==> src/rtl/matrix_tile_reader_pkg.sv <==
// Shared types and sizes for the 4x4 signed tile reader.
// MATRIX_TILE_READER_OOB_CHECK_EN adds the out-of-range address flag.
package matrix_tile_reader_pkg;

    localparam int unsigned TILE_DIM  = 4;
    localparam int unsigned ELEM_W    = 8;
    localparam int unsigned NUM_ELEMS = TILE_DIM * TILE_DIM;
    localparam int unsigned IDX_W     = 4;
    localparam int unsigned CNT_W     = 5;
    localparam int unsigned DIM_W     = 16;
    // Wide enough that (row+3)*cols + col + 3 + base never overflows.
    localparam int unsigned FULL_W    = 34;

    typedef logic signed [ELEM_W-1:0] elem_t;
    typedef elem_t [0:TILE_DIM-1][0:TILE_DIM-1] tile_t;

    typedef enum logic [1:0] {
        IDLE,
        READ,
        DRAIN,
        DONE
    } state_e;

    typedef struct packed {
        logic [DIM_W-1:0] cols;
        logic [DIM_W-1:0] row;
        logic [DIM_W-1:0] col;
    } tile_req_t;

endpackage

==> src/rtl/matrix_tile_reader_if.sv <==
// Controller/memory-side bundle of the tile reader; slave = reader, master = its environment.
// MATRIX_TILE_READER_OOB_CHECK_EN adds oob_o.
interface matrix_tile_reader_if #(
    parameter int unsigned AddrWidth = 8
);
    import matrix_tile_reader_pkg::*;

    logic                 start_i;
    logic [AddrWidth-1:0] base_addr_i;
    logic [DIM_W-1:0]     matrix_cols_i;
    logic [DIM_W-1:0]     start_row_i;
    logic [DIM_W-1:0]     start_col_i;
    logic                 busy_o;
    logic                 done_o;
    logic [AddrWidth-1:0] mem_addr_o;
    elem_t                mem_rd_data_i;
    tile_t                matrix_o;
`ifdef MATRIX_TILE_READER_OOB_CHECK_EN
    logic                 oob_o;
`endif

    modport slave (
        input  start_i, base_addr_i, matrix_cols_i, start_row_i, start_col_i, mem_rd_data_i,
        output busy_o, done_o, mem_addr_o, matrix_o
`ifdef MATRIX_TILE_READER_OOB_CHECK_EN
        , output oob_o
`endif
    );

    modport master (
        output start_i, base_addr_i, matrix_cols_i, start_row_i, start_col_i, mem_rd_data_i,
        input  busy_o, done_o, mem_addr_o, matrix_o
`ifdef MATRIX_TILE_READER_OOB_CHECK_EN
        , input oob_o
`endif
    );

endinterface

==> src/rtl/matrix_tile_reader_addr_gen.sv <==
// Combinational element address for tile index k; wraps modulo 2**AddrWidth.
// MATRIX_TILE_READER_OOB_CHECK_EN adds the untruncated-overflow flag.
module tile_addr_gen
    import matrix_tile_reader_pkg::*;
#(
    parameter int unsigned AddrWidth = 8
) (
    input  logic [AddrWidth-1:0] base_i,
    input  tile_req_t            req_i,
    input  logic [IDX_W-1:0]     idx_i,
`ifdef MATRIX_TILE_READER_OOB_CHECK_EN
    output logic                 oob_c_o,
`endif
    output logic [AddrWidth-1:0] addr_c_o
);

    logic [FULL_W-1:0] full_addr;

    always_comb begin
        full_addr = FULL_W'(base_i)
                  + (FULL_W'(req_i.row) + FULL_W'(idx_i[IDX_W-1:2])) * FULL_W'(req_i.cols)
                  + FULL_W'(req_i.col) + FULL_W'(idx_i[1:0]);
    end

    assign addr_c_o = full_addr[AddrWidth-1:0];

`ifdef MATRIX_TILE_READER_OOB_CHECK_EN
    assign oob_c_o = |full_addr[FULL_W-1:AddrWidth];
`else
    logic unused_hi;
    assign unused_hi = ^full_addr[FULL_W-1:AddrWidth];
`endif

endmodule

==> src/rtl/matrix_tile_reader.sv <==
// Reads one 4x4 signed tile from a byte-wide 1-cycle-latency memory into matrix_o.
// MATRIX_TILE_READER_OOB_CHECK_EN enables oob_o.
module matrix_tile_reader
    import matrix_tile_reader_pkg::*;
#(
    parameter int unsigned AddrWidth = 8
) (
    input  logic                 clk_i,
    input  logic                 rst_i,
    matrix_tile_reader_if.slave  bus
);

    state_e               state_q, state_d;
    logic [CNT_W-1:0]     k_q, k_d;
    logic [AddrWidth-1:0] base_q, base_d;
    tile_req_t            req_q, req_d;
    logic [AddrWidth-1:0] mem_addr_q, mem_addr_d;
    logic                 busy_q, busy_d;
    logic                 done_q, done_d;
    logic                 cap_vld_q, cap_vld_d;
    logic [IDX_W-1:0]     cap_idx_q, cap_idx_d;
    tile_t                matrix_q, matrix_d;
    logic                 oob_q, oob_d;

    logic [AddrWidth-1:0] gen_base;
    tile_req_t            gen_req;
    logic [AddrWidth-1:0] gen_addr;
    logic                 gen_oob;

    // In IDLE the generator sees the live inputs so element 0 leaves on the accepting edge.
    assign gen_base = (state_q == IDLE) ? bus.base_addr_i : base_q;
    assign gen_req  = (state_q == IDLE) ? '{cols: bus.matrix_cols_i,
                                            row:  bus.start_row_i,
                                            col:  bus.start_col_i} : req_q;

    tile_addr_gen #(
        .AddrWidth (AddrWidth)
    ) u_addr_gen (
        .base_i   (gen_base),
        .req_i    (gen_req),
        .idx_i    (k_q[IDX_W-1:0]),
`ifdef MATRIX_TILE_READER_OOB_CHECK_EN
        .oob_c_o  (gen_oob),
`endif
        .addr_c_o (gen_addr)
    );

`ifndef MATRIX_TILE_READER_OOB_CHECK_EN
    assign gen_oob = 1'b0;
`endif

    always_ff @(posedge clk_i) begin
        if (rst_i) begin
            state_q    <= IDLE;
            k_q        <= '0;
            base_q     <= '0;
            req_q      <= '0;
            mem_addr_q <= '0;
            busy_q     <= 1'b0;
            done_q     <= 1'b0;
            cap_vld_q  <= 1'b0;
            cap_idx_q  <= '0;
            matrix_q   <= '0;
            oob_q      <= 1'b0;
        end else begin
            state_q    <= state_d;
            k_q        <= k_d;
            base_q     <= base_d;
            req_q      <= req_d;
            mem_addr_q <= mem_addr_d;
            busy_q     <= busy_d;
            done_q     <= done_d;
            cap_vld_q  <= cap_vld_d;
            cap_idx_q  <= cap_idx_d;
            matrix_q   <= matrix_d;
            oob_q      <= oob_d;
        end
    end

    always_comb begin
        state_d    = state_q;
        k_d        = k_q;
        base_d     = base_q;
        req_d      = req_q;
        mem_addr_d = '0;
        busy_d     = 1'b0;
        done_d     = 1'b0;
        cap_vld_d  = 1'b0;
        cap_idx_d  = cap_idx_q;
        matrix_d   = matrix_q;
        oob_d      = oob_q;

        // Read data arrives one cycle after its address was on mem_addr_o.
        if (cap_vld_q) begin
            matrix_d[cap_idx_q[IDX_W-1:2]][cap_idx_q[1:0]] = bus.mem_rd_data_i;
        end

        case (state_q)
            IDLE: begin
                if (bus.start_i) begin
                    base_d     = bus.base_addr_i;
                    req_d      = gen_req;
                    mem_addr_d = gen_addr;
                    oob_d      = gen_oob;
                    k_d        = CNT_W'(1);
                    busy_d     = 1'b1;
                    state_d    = READ;
                end
            end
            READ: begin
                busy_d    = 1'b1;
                cap_vld_d = 1'b1;
                cap_idx_d = IDX_W'(k_q - CNT_W'(1));
                if (k_q == CNT_W'(NUM_ELEMS)) begin
                    k_d     = '0;
                    state_d = DRAIN;
                end else begin
                    mem_addr_d = gen_addr;
                    oob_d      = oob_q | gen_oob;
                    k_d        = k_q + CNT_W'(1);
                end
            end
            DRAIN: begin
                done_d  = 1'b1;
                state_d = DONE;
            end
            DONE: begin
                state_d = IDLE;
            end
            default: begin
                state_d = IDLE;
            end
        endcase
    end

    assign bus.busy_o     = busy_q;
    assign bus.done_o     = done_q;
    assign bus.mem_addr_o = mem_addr_q;
    assign bus.matrix_o   = matrix_q;
`ifdef MATRIX_TILE_READER_OOB_CHECK_EN
    assign bus.oob_o      = oob_q;
`else
    logic unused_oob;
    assign unused_oob = oob_q;
`endif

endmodule

==> src/flat_wrapper.sv <==
// flat-port wrapper written by rule: the top's interface ports become plain ports
module matrix_tile_reader_flat import matrix_tile_reader_pkg::*;
#(
    parameter int unsigned AddrWidth = 8
)
  (clk_i, rst_i, bus_start_i, bus_base_addr_i, bus_matrix_cols_i, bus_start_row_i, bus_start_col_i, bus_mem_rd_data_i, bus_busy_o, bus_done_o, bus_mem_addr_o, bus_matrix_o);
  matrix_tile_reader_if #(.AddrWidth(AddrWidth)) bus_i ();
  input  logic clk_i;
  input  logic rst_i;
  input wire logic [$bits(bus_i.start_i)-1:0] bus_start_i;
  input wire logic [$bits(bus_i.base_addr_i)-1:0] bus_base_addr_i;
  input wire logic [$bits(bus_i.matrix_cols_i)-1:0] bus_matrix_cols_i;
  input wire logic [$bits(bus_i.start_row_i)-1:0] bus_start_row_i;
  input wire logic [$bits(bus_i.start_col_i)-1:0] bus_start_col_i;
  input wire logic [$bits(bus_i.mem_rd_data_i)-1:0] bus_mem_rd_data_i;
  output wire logic [$bits(bus_i.busy_o)-1:0] bus_busy_o;
  output wire logic [$bits(bus_i.done_o)-1:0] bus_done_o;
  output wire logic [$bits(bus_i.mem_addr_o)-1:0] bus_mem_addr_o;
  output wire logic [$bits(bus_i.matrix_o)-1:0] bus_matrix_o;
  assign bus_i.start_i = bus_start_i;
  assign bus_i.base_addr_i = bus_base_addr_i;
  assign bus_i.matrix_cols_i = bus_matrix_cols_i;
  assign bus_i.start_row_i = bus_start_row_i;
  assign bus_i.start_col_i = bus_start_col_i;
  assign bus_i.mem_rd_data_i = bus_mem_rd_data_i;
  assign bus_busy_o = bus_i.busy_o;
  assign bus_done_o = bus_i.done_o;
  assign bus_mem_addr_o = bus_i.mem_addr_o;
  assign bus_matrix_o = bus_i.matrix_o;
  matrix_tile_reader #(.AddrWidth(AddrWidth)) u_core (.clk_i(clk_i), .rst_i(rst_i), .bus(bus_i));
endmodule
==> config.mk <==
export PLATFORM = sky130hd
export DESIGN_NAME = matrix_tile_reader_flat
export DESIGN_NICKNAME = d
export VERILOG_FILES = /design/src/rtl/matrix_tile_reader_pkg.sv /design/src/rtl/matrix_tile_reader_if.sv /design/src/rtl/matrix_tile_reader_addr_gen.sv /design/src/rtl/matrix_tile_reader.sv /design/src/flat_wrapper.sv
export SDC_FILE = /design/constraint.sdc
export NUM_CORES = 1
export LEC_CHECK = 0
export CAP_MARGIN = 10
export CORE_MARGIN = 1.5
export CORE_UTILIZATION = 35
export CTS_BUF_LIST = sky130_fd_sc_hd__clkbuf_16
export DETAILED_ROUTE_END_ITERATION = 7
export GPL_TIMING_DRIVEN = 0
export SLEW_MARGIN = 20
export SYNTH_ARGS = -nofsm -noshare
export SYNTH_HDL_FRONTEND = slang
export SYNTH_SLANG_ARGS = --single-unit
==> constraint.sdc <==
create_clock -name clk_i -period 10.1 [get_ports clk_i]
set_input_delay 3.03 -clock clk_i [delete_from_list [all_inputs] [get_ports clk_i]]
set_output_delay 3.03 -clock clk_i [all_outputs]
set_load 0.005 [all_outputs]
==> results.py <==
metrics = {
    "run_status": {
        "outcome": "finished clean",
    },
    "die": {
        "initial_utilization": 0.358,
        "die_y_um": 158,
        "rows": 56,
        "pin_count": 205,
        "core_mm2": 0.0236,
        "die_area_mm2": 0.0251,
        "die_width_um": 158,
    },
    "power_and_ir_drop": {
        "powerDensity_mw_per_mm2": 302,
        "p_leak_uw": 0.00455,
        "ir_drop_uv": 275,
    },
    "routing": {
        "num_vias": 6674,
        "drtPass1Iterations": 5,
        "ant_nets": 0,
        "wire_per_inst_um": 16.5,
        "drt_iter0_drc": 380,
        "avgViaCountPerCell": 4.70,
        "drc": 0,
        "wirelength_um": 23400,
    },
    "clock_tree": {
        "post_cts_buffers": 0,
        "clkTransAtPathRegs_ns": 0.07,
        "cts_made_buffers": 17,
        "ctsResizeCount": 0,
        "clk_latency_ns": 0.44,
        "clockRootBuffer": "clkbuf_16",
        "htreeDepth": 4,
        "cts_tree": "built",
        "clockBufferDepth": 2,
        "cts.sinks": 182,
        "cts.hold.buffers_added": 0,
    },
    "job": {
        "maxCapViolCount": 0,
    },
    "global_routing": {
        "grt_pass1_wl_um": 36100,
        "grt_max_degree": 22,
        "overflow": 0,
        "grt_pass1_vias": 6397,
        "antenna_found_initial": 0,
        "grt_use_total": 0.191,
    },
    "setup_path": {
        "critPathKind": "in2reg",
        "worstPathArrival_ns": 9.00,
        "required_ns": 10.44,
        "path_max_fanout": 5,
        "crit_path_end_kind": "register",
        "startpoint_type": "primary input",
    },
    "layout": {
        "diodes": 0,
        "area_growth_pct": 33.4,
        "final_cell_count_no_fill": 1419,
        "drive_gt1_frac": 0.0509,
        "fin_util": 0.478,
        "layout.nets": 1208,
        "fill_cells": 2298,
    },
    "yosys": {
        "ys_types": 43,
        "yosys_warnings": 0,
        "synth_most_common_cell": "dfxtp_1",
        "synth_ff_type": "dfxtp_1",
        "synth_seq_cells": 182,
        "yosys.area.top_type_share": 0.431,
        "ys_top_cells_by_count": "182 x dfxtp_1, 152 x nor2_1, 143 x mux2i_1",
        "netlist_instances": 888,
        "synth_fp_nets": 1009,
        "synth_area_leaders": "dfxtp_1 43%, mux2i_1 17%, nor2_1 6.7%",
        "yosys.area.top_type": "dfxtp_1",
        "mappedNetlistArea_mm2": 0.00846,
        "ys_seq_area_frac": 0.431,
        "synth-edff-count": 0,
        "synthArstFlopShare": 0,
        "avgSynthCellArea_um2": 9.53,
    },
    "timing": {
        "fin_crit_sh": 0.857,
        "hold_violations": 0,
        "max_freq_ghz": 0.116,
        "finalSetupTns_ns": 0,
        "maxSlewHeadroom": 0.232,
        "fin_worst_skew_ns": 0.0157,
        "timing_worst_slew_pin_value_ns": 1.15,
        "setup_viol_count_final": 0,
        "rsz0062_at_grt": "no",
        "period_needed_ns": 8.65,
        "drv_slew": 0,
    },
    "placed_design": {
        "gp_congestion": 0.884,
        "post-dp-hpwl_um": 17400,
        "port_buffers": 180,
        "placed_cells": 1387,
    },
    "hold_path": {
        "min_path_type": "reg2reg",
    },
}
-- through the flow --
stage | cell area (um^2) | hold WS [ns] | setup WS [ns] | power (uW)
2_1_floorplan | 8460 | 0.434 | 1.90 | 2330
3_3_place_gp | 10700 | 0.440 | 0.987 | 2730
3_5_place_dp | 10700 | 0.446 | 0.963 | 2760
4_1_cts | 11300 | 0.456 | 1.40 | 3470
5_1_grt | 11300 | 0.472 | 1.02 | 3730
6_report | 11300 | 0.454 | 1.45 | 3410
-- state kept, by name, summed over array words and instances, names as in the netlist --
name	flops
u_core.cap_idx_q	4
u_core.req_q	24
u_core.bus.done_o	1
u_core.bus.matrix_o	128
u_core.bus.mem_addr_o	8
u_core.cap_vld_q	1
u_core.base_q	8
u_core.bus.busy_o	1
u_core.state_q	2
u_core.k_q	5
-- power breakdown --
part | switching, uW | total, uW | internal [uW]
combinational | 1010 | 1910 | 902
clock | 345 | 686 | 341
sequential | 37.2 | 818 | 781
total | 1390 | 3410 | 2020
-- worst max-delay path, cell delays in order --
cell and delay [ns]:
clkdlybuf4s50_1 0.45, mux2_2 0.28, ha_1 0.21, fa_1 0.46, xnor2_1 0.47, nand2_1 0.14, fa_1 0.52, inv_1 0.04
ha_1 0.28, ha_1 0.28, inv_1 0.06, fa_1 0.50, fa_1 0.54, inv_1 0.04, ha_1 0.30, nor2b_1 0.15
o21ai_0 0.15, nand2b_1 0.12, a21o_1 0.20, a21oi_1 0.21, xnor3_1 0.35, mux2i_1 0.22
-- worst paths after layout --
path / slack, ns / depth (start not counted) / start / endpoint
setup / recovery: 1.45 / 22 / bus_start_row_i[0] / u_core.bus.mem_addr_o[7]$_SDFF_PP0_
setup reg to reg: 2.46 / 27 / u_core.state_q[0]$_SDFFE_PP0P_ / u_core.bus.mem_addr_o[7]$_SDFF_PP0_
hold / removal: 0.45 / 2 / u_core.req_q[0]$_SDFFE_PP0P_ / u_core.req_q[0]$_SDFFE_PP0P_
hold reg to reg: 0.45 / 2 / u_core.req_q[0]$_SDFFE_PP0P_ / u_core.req_q[0]$_SDFFE_PP0P_
-- layer usage --
metal | track usage | vias up | share of wire
li1 | - | 3318 | -
met1 | 0.263 | 3156 | 0.48
met3 | 0.0324 | 28 | 0.044
met4 | 0.0654 | 0 | 0.024
met2 | 0.302 | 172 | 0.46
met5 | 0 | - | 0
-- kinds of logic (layout without fill, tap and decap cells) --
logic type,Yosys count,count (layout),synth area share
compound gates,73,73,0.0488
xor+xnor,25,25,0.0317
fa+ha+maj,54,54,0.102
buf+inv,94,306,0.0435
flops,182,182,0.431
mux,158,158,0.191
simple gates,302,302,0.153
-- area by class of cell --
class,count,area [um^2],share of cell area
Inverter,44,165,0.0146
Buffer,50,203,0.0180
Timing Repair Buffer,180,1800,0.160
Clock buffer,17,425,0.0377
Sequential cell,182,3640,0.323
Clock inverter,15,203,0.0180
Multi-Input combinational cell,612,4450,0.394
Tap cell,319,399,0.0354
-- cell usage in the layout, fill, tap and decap left out, types with 4 or more instances in the layout --
cell	count
a211oi_1	4
a21o_1	5
a21oi_1	49
and2_1	13
clkbuf_1	46
clkbuf_16	17
clkdlybuf4s50_1	180
clkinv_8	7
dfxtp_1	182
fa_1	25
ha_1	29
inv_1	44
mux2_2	14
mux2i_1	143
nand2_1	92
nand2b_1	10
nand3_1	6
nor2_1	152
nor2b_1	9
nor3_1	5
o21ai_0	7
xnor2_1	18
Power figures use the tool's default switching activity.
